## src/rtl/pulse_cfg_ctrl_pkg.sv

```systemverilog
// pulse_cfg_ctrl_pkg: shared state encoding, phase levels and index-width derivation
package pulse_cfg_ctrl_pkg;
  typedef enum logic [1:0] {
    ST_BROWSE = 2'd0,
    ST_EDIT   = 2'd1,
    ST_COMMIT = 2'd2
  } state_t;
  localparam logic NS_ON  = 1'b1;
  localparam logic NS_OFF = 1'b0;
  function automatic int iw_of(input int csz);
    return $clog2(csz / 4);
  endfunction
endpackage

```

## src/rtl/pulse_cfg_ctrl_nibble_step.sv

```systemverilog
// nibble_step: wraps one nibble of a vector by +1 or -1, leaving its neighbours untouched
module nibble_step #(
  parameter int CSZ = 64,
  parameter int IW  = 4
) (
  input  logic [CSZ-1:0] i_vec,
  input  logic [IW-1:0]  i_idx,
  input  logic           i_dn,
  output logic [CSZ-1:0] o_vec
);
  logic [3:0] w_nib;
  // replace the addressed nibble with its wrapped successor or predecessor
  always_comb begin
    o_vec = i_vec;
    w_nib = i_vec[{i_idx, 2'b00} +: 4];
    o_vec[{i_idx, 2'b00} +: 4] = i_dn ? w_nib - 4'd1 : w_nib + 4'd1;
  end
endmodule

```

## src/rtl/pulse_cfg_ctrl.sv

```systemverilog
// pulse_cfg_ctrl: button-driven nibble editor for pulse limits with req/ack commit
module pulse_cfg_ctrl
  import pulse_cfg_ctrl_pkg::*;
#(
  parameter int          CSZ      = 64,
  parameter logic [63:0] DEF_UP   = 64'hFF,
  parameter logic [63:0] DEF_DOWN = 64'hFF
) (
  input  logic           i_clk,
  input  logic           i_reset_n,
  input  logic           i_next,
  input  logic           i_prev,
  input  logic           i_sel_phase,
  input  logic           i_mode,
  output logic           o_commit_req,
  input  logic           i_commit_ack,
  output logic [CSZ-1:0] o_lim_up,
  output logic [CSZ-1:0] o_lim_down,
  output logic [3:0]     o_disp_idx,
  output logic [3:0]     o_disp_val,
  output logic           o_phase_up,
  output logic           o_editing,
  output logic           o_busy
);
  localparam int IW = iw_of(CSZ);
  state_t         r_state, w_state_nx;
  logic [CSZ-1:0] r_sh_up, r_sh_down, r_act_up, r_act_down;
  logic [IW-1:0]  r_idx_up, r_idx_down;
  logic           r_phase;
  logic           w_ev_step, w_ev_sel, w_ev_mode, w_dirty, w_ack;
  logic [CSZ-1:0] w_vec, w_stepped, w_cl_up, w_cl_down;
  logic [IW-1:0]  w_idx, w_idx_nx;
  assign w_ev_step = i_next | i_prev;
  assign w_ev_sel  = !w_ev_step & i_sel_phase;
  assign w_ev_mode = !w_ev_step & !i_sel_phase & i_mode;
  assign w_dirty   = (r_sh_up != r_act_up) | (r_sh_down != r_act_down);
  assign w_ack     = (r_state == ST_COMMIT) & i_commit_ack;
  assign w_vec     = (r_phase == NS_ON) ? r_sh_up : r_sh_down;
  assign w_idx     = (r_phase == NS_ON) ? r_idx_up : r_idx_down;
  assign w_idx_nx  = i_next ? w_idx + IW'(1) : w_idx - IW'(1);
  assign w_cl_up   = (r_sh_up == '0) ? CSZ'(1) : r_sh_up;
  assign w_cl_down = (r_sh_down == '0) ? CSZ'(1) : r_sh_down;
  nibble_step #(.CSZ(CSZ), .IW(IW)) u_step (
    .i_vec(w_vec),
    .i_idx(w_idx),
    .i_dn (!i_next),
    .o_vec(w_stepped)
  );
  // state register
  always_ff @(posedge i_clk or negedge i_reset_n) begin
    if (!i_reset_n) r_state <= ST_BROWSE;
    else r_state <= w_state_nx;
  end
  // next state and state-decoded outputs
  always_comb begin
    w_state_nx   = r_state;
    o_commit_req = 1'b0;
    o_busy       = 1'b0;
    o_editing    = 1'b0;
    if (r_state == ST_COMMIT) begin
      o_commit_req = 1'b1;
      o_busy       = 1'b1;
      w_state_nx   = i_commit_ack ? ST_BROWSE : ST_COMMIT;
    end else if (w_ev_mode) begin
      w_state_nx = (r_state == ST_BROWSE) ? ST_EDIT : (w_dirty ? ST_COMMIT : ST_BROWSE);
    end
    o_editing = (r_state == ST_EDIT);
  end
  // shadow, active, index and phase registers
  always_ff @(posedge i_clk or negedge i_reset_n) begin
    if (!i_reset_n) begin
      r_sh_up    <= DEF_UP[CSZ-1:0];
      r_sh_down  <= DEF_DOWN[CSZ-1:0];
      r_act_up   <= DEF_UP[CSZ-1:0];
      r_act_down <= DEF_DOWN[CSZ-1:0];
      r_idx_up   <= '0;
      r_idx_down <= '0;
      r_phase    <= NS_OFF;
    end else begin
      if (w_ack) begin
        r_act_up   <= w_cl_up;
        r_act_down <= w_cl_down;
        r_sh_up    <= w_cl_up;
        r_sh_down  <= w_cl_down;
      end
      if (r_state == ST_BROWSE && w_ev_step) begin
        if (r_phase == NS_ON) r_idx_up <= w_idx_nx;
        else r_idx_down <= w_idx_nx;
      end
      if (r_state == ST_EDIT && w_ev_step) begin
        if (r_phase == NS_ON) r_sh_up <= w_stepped;
        else r_sh_down <= w_stepped;
      end
      if (r_state != ST_COMMIT && w_ev_sel) r_phase <= (r_phase == NS_ON) ? NS_OFF : NS_ON;
    end
  end
  assign o_lim_up   = r_act_up;
  assign o_lim_down = r_act_down;
  assign o_phase_up = r_phase;
  assign o_disp_idx = 4'(w_idx);
  assign o_disp_val = w_vec[{w_idx, 2'b00} +: 4];
endmodule
```

## config.mk

```make
export PLATFORM = sky130hd
export DESIGN_NAME = pulse_cfg_ctrl
export DESIGN_NICKNAME = d
export VERILOG_FILES = /design/src/rtl/pulse_cfg_ctrl_pkg.sv /design/src/rtl/pulse_cfg_ctrl_nibble_step.sv /design/src/rtl/pulse_cfg_ctrl.sv
export SDC_FILE = /design/constraint.sdc
export NUM_CORES = 1
export LEC_CHECK = 0
export CORE_ASPECT_RATIO = 1.5
export CORE_UTILIZATION = 57
export DETAILED_ROUTE_END_ITERATION = 10
export PLACE_DENSITY = 0.84
export SYNTH_ARGS = -nofsm -noshare
export SYNTH_HDL_FRONTEND = slang
export SYNTH_SLANG_ARGS = --single-unit
```

## constraint.sdc

```tcl
create_clock -name i_clk -period 4.1 [get_ports i_clk]
set_input_delay 0.615 -clock i_clk [delete_from_list [all_inputs] [get_ports i_clk]]
set_output_delay 0.615 -clock i_clk [all_outputs]
set_load 0.02 [all_outputs]
```

==> flow_summary.json <==
{
  "arrival_ns": 3.37,
  "wl_per_cell_microns": 31.4,
  "met3_usage_pct": 9.70,
  "synth-seq-area-share_pct": 48.8,
  "grt_pass1_vias": 11500,
  "critPathSlowestCell": "clkdlybuf4s50_1",
  "cap_violations": 0,
  "synth_top_area_share_pct": 42.7,
  "cts_buffers": 27,
  "drtIter0Drc": 1095,
  "status": "complete, no violations",
  "fp.dieArea_sq_um": 24800,
  "hp-class": "in -> async",
  "crit_fanout": 26,
  "start_util_pct": 58.0,
  "synthFlopType": "dfrtp_1",
  "finalCriticalPeriod_ns": 3.98,
  "worstSetupPathType": "reg -> out",
  "htreeDepth": 1,
  "postRouteAntennaNets": 0,
  "cts_max_path_buffers": 3,
  "vias": 11500,
  "cpPeakStageDelay_ns": 0.60,
  "route.detailed.drc": 0,
  "yosysTopAreaCell": "dfrtp_1",
  "fp-row-count": 69,
  "use_met1_pct": 52.3,
  "fmax_mhz": 251,
  "dieHeight_microns": 192,
  "drv_slew": 0,
  "path_buf_inv": 4,
  "yosysMostFrequentCell": "dfrtp_1",
  "area_delta_synth_final_pct": 24.1,
  "cts_sinks": 267,
  "clock-skew-final_ns": 0.0150,
  "gr-usage-met2_pct": 73.0,
  "finalHoldViolCount": 0,
  "netlist_top_cells_area": "dfrtp_1 43%, mux2_2 15%, dfstp_2 6.1%, xor2_1 5.8%, nand2_1 2.9%",
  "grt-ovfl-total": 0,
  "chipWidth_microns": 129,
  "nets": 1433,
  "clk_latency_ns": 0.56,
  "grt_start_max_net_pins": 102,
  "synth_edf_count": 0,
  "finalNonFillerCells": 1758,
  "tightest_slew_ns": 1.11,
  "antenna_found_initial": 2,
  "cts_root_buffer": "clkbuf_16",
  "grt_setup_unrepaired": "false",
  "finalCritPeriodShare_pct": 97.2,
  "first_pass_iters": 5,
  "num-fill-cells": 1634,
  "syn_nets": 1232,
  "avgSynthCellArea_sq_um": 11.3,
  "yosys-top-cells-count": "235 x dfrtp_1, 184 x mux2_2, 105 x nand2_1, 92 x xor2_1, 75 x nor2_1",
  "port-buffer-count": 146,
  "drive_gt1_share_pct": 27.4,
  "synth_cell_types": 63,
  "ys_ff_latch": 267,
  "crit_family": "buffers and inverters",
  "grt_usage_pct": 45.4,
  "via_per_inst": 6.55,
  "slew_headroom_pct": 25.5,
  "worst_ep_required_time_ns": 3.48,
  "setup_viol": 0,
  "critPathLaunchType": "flop",
  "dp_hpwl_mm": 42.0,
  "synth_warnings": 0,
  "routed_wl_mm": 55.1,
  "crit_chain": "buf_12 > mux2i_1 > a22o_1 > or4_1 > and2_4 > buf_4 > inv_1 > clkdlybuf4s50_1",
  "clk_pin_slew_ns": 0.06,
  "finalSetupTns_ns": 0,
  "placed_cells": 1705,
  "tritoncts": "yes",
  "place.gp.congestion": 1.09,
  "synthCells": 1216,
  "synth_area_sq_um": 13800,
  "io-pin-count": 147,
  "core_area_sq_um": 23700,
  "async_flop_share_pct": 100,
  "grt_pass1_wl_mm": 78.3,
  "top_usage_layer": "met2",
  "worstSetupEndpointType": "primary output"
}
worst reg2reg max path, stage by stage, from the launching register on:
cell	delay, ns
dfrtp_1	0.37
buf_12	0.23
mux2i_1	0.72
a21oi_1	0.25
or2_2	0.34
a41o_1	0.28
ha_1	0.28
or3_1	0.09
o21ai_0	0.07
a31oi_1	0.38
xor2_4	0.47
buf_4	0.26
o41ai_2	0.09
state kept, by name (all words and copies together) (netlist names):
| register | flops |
|---|---|
| r_idx_up | 4 |
| r_sh_down | 64 |
| o_lim_up | 64 |
| r_idx_down | 4 |
| r_sh_up | 64 |
| o_phase_up | 1 |
| r_state | 2 |
| o_lim_down | 64 |
cells by family after synthesis:
logic type,count (synthesis),synth area share [%]
and+or+nand+nor,318,11.1
DFF,267,48.8
muxes,228,19.2
AOI/OAI and AO/OA,176,8.62
xor gates and xnor gates,138,8.83
buffers and inverters,80,2.56
adders and majority gates,9,0.926
layout make-up:
class	instances	area, sq um	area share, %
multi-input combinational	869	6760	39.5
sequential	267	6720	39.3
timing repair buffer	229	2210	12.9
clock buffer	42	802	4.69
tap	319	399	2.34
clock inverter	8	110	0.644
inverter	23	86.3	0.505
antenna	1	2.50	0.0146
path summary, 6_finish.rpt:
| check | startpoint | end | slack, ns | cells past startpoint |
|---|---|---|---|---|
| hold / removal | i_reset_n | o_lim_up[43] | 0.07 | 1 |
| max in group asynchronous | i_reset_n | o_lim_up[4] | 2.97 | 2 |
| min in group i_clk | o_lim_down[3] | o_lim_down[3] | 0.53 | 2 |
| setup / recovery | r_idx_up[0] | o_disp_val[0] | 0.12 | 8 |
| hold reg to reg | o_lim_down[3] | o_lim_down[3] | 0.53 | 2 |
| setup reg to reg | r_idx_up[0] | r_sh_up[39] | 0.15 | 12 |
through the flow:
stage          setup WS (ns)  hold WS, ns  cell area, sq um  util, %
2_1_floorplan          0.132        0.319             13800        -
3_3_place_gp           0.147        0.489             16100     67.8
3_5_place_dp           0.118        0.500             16100     67.8
4_1_cts               0.0215        0.131             17000     71.7
5_1_grt               0.0588        0.163             17100     72.0
6_report               0.115       0.0670             17100     72.0
repair_timing:
item,in CTS,in global routing
resized for setup,6,6
hold buffers,0,0
setup endpoints to repair,1,2
cloned,0,1
buffers inserted,0,1
layout by cell type (no fill, tap or decap), types with 16 or more instances in the layout:
| cell | n |
|---|---|
| dfstp_2 | 32 |
| nand2_1 | 104 |
| clkbuf_16 | 28 |
| xor2_1 | 92 |
| nand4_1 | 24 |
| nor2_1 | 74 |
| o21ai_0 | 64 |
| xnor2_1 | 45 |
| a21oi_1 | 26 |
| o21ai_2 | 16 |
| clkdlybuf4s50_1 | 144 |
| mux2_2 | 184 |
| inv_1 | 20 |
| dfrtp_1 | 233 |
| buf_4 | 74 |
| mux2i_1 | 32 |
| nor4_1 | 54 |
per-layer routing:
layer / vias to the layer above / wire length (microns)
li1: 4790 / -
met1: 5738 / 19100
met2: 768 / 25900
met3: 224 / 4940
met4: 2 / 5170
met5: - / 13
Power is not shown: default switching activity piles up to over one toggle a cycle in this logic, so the estimate is an artifact.
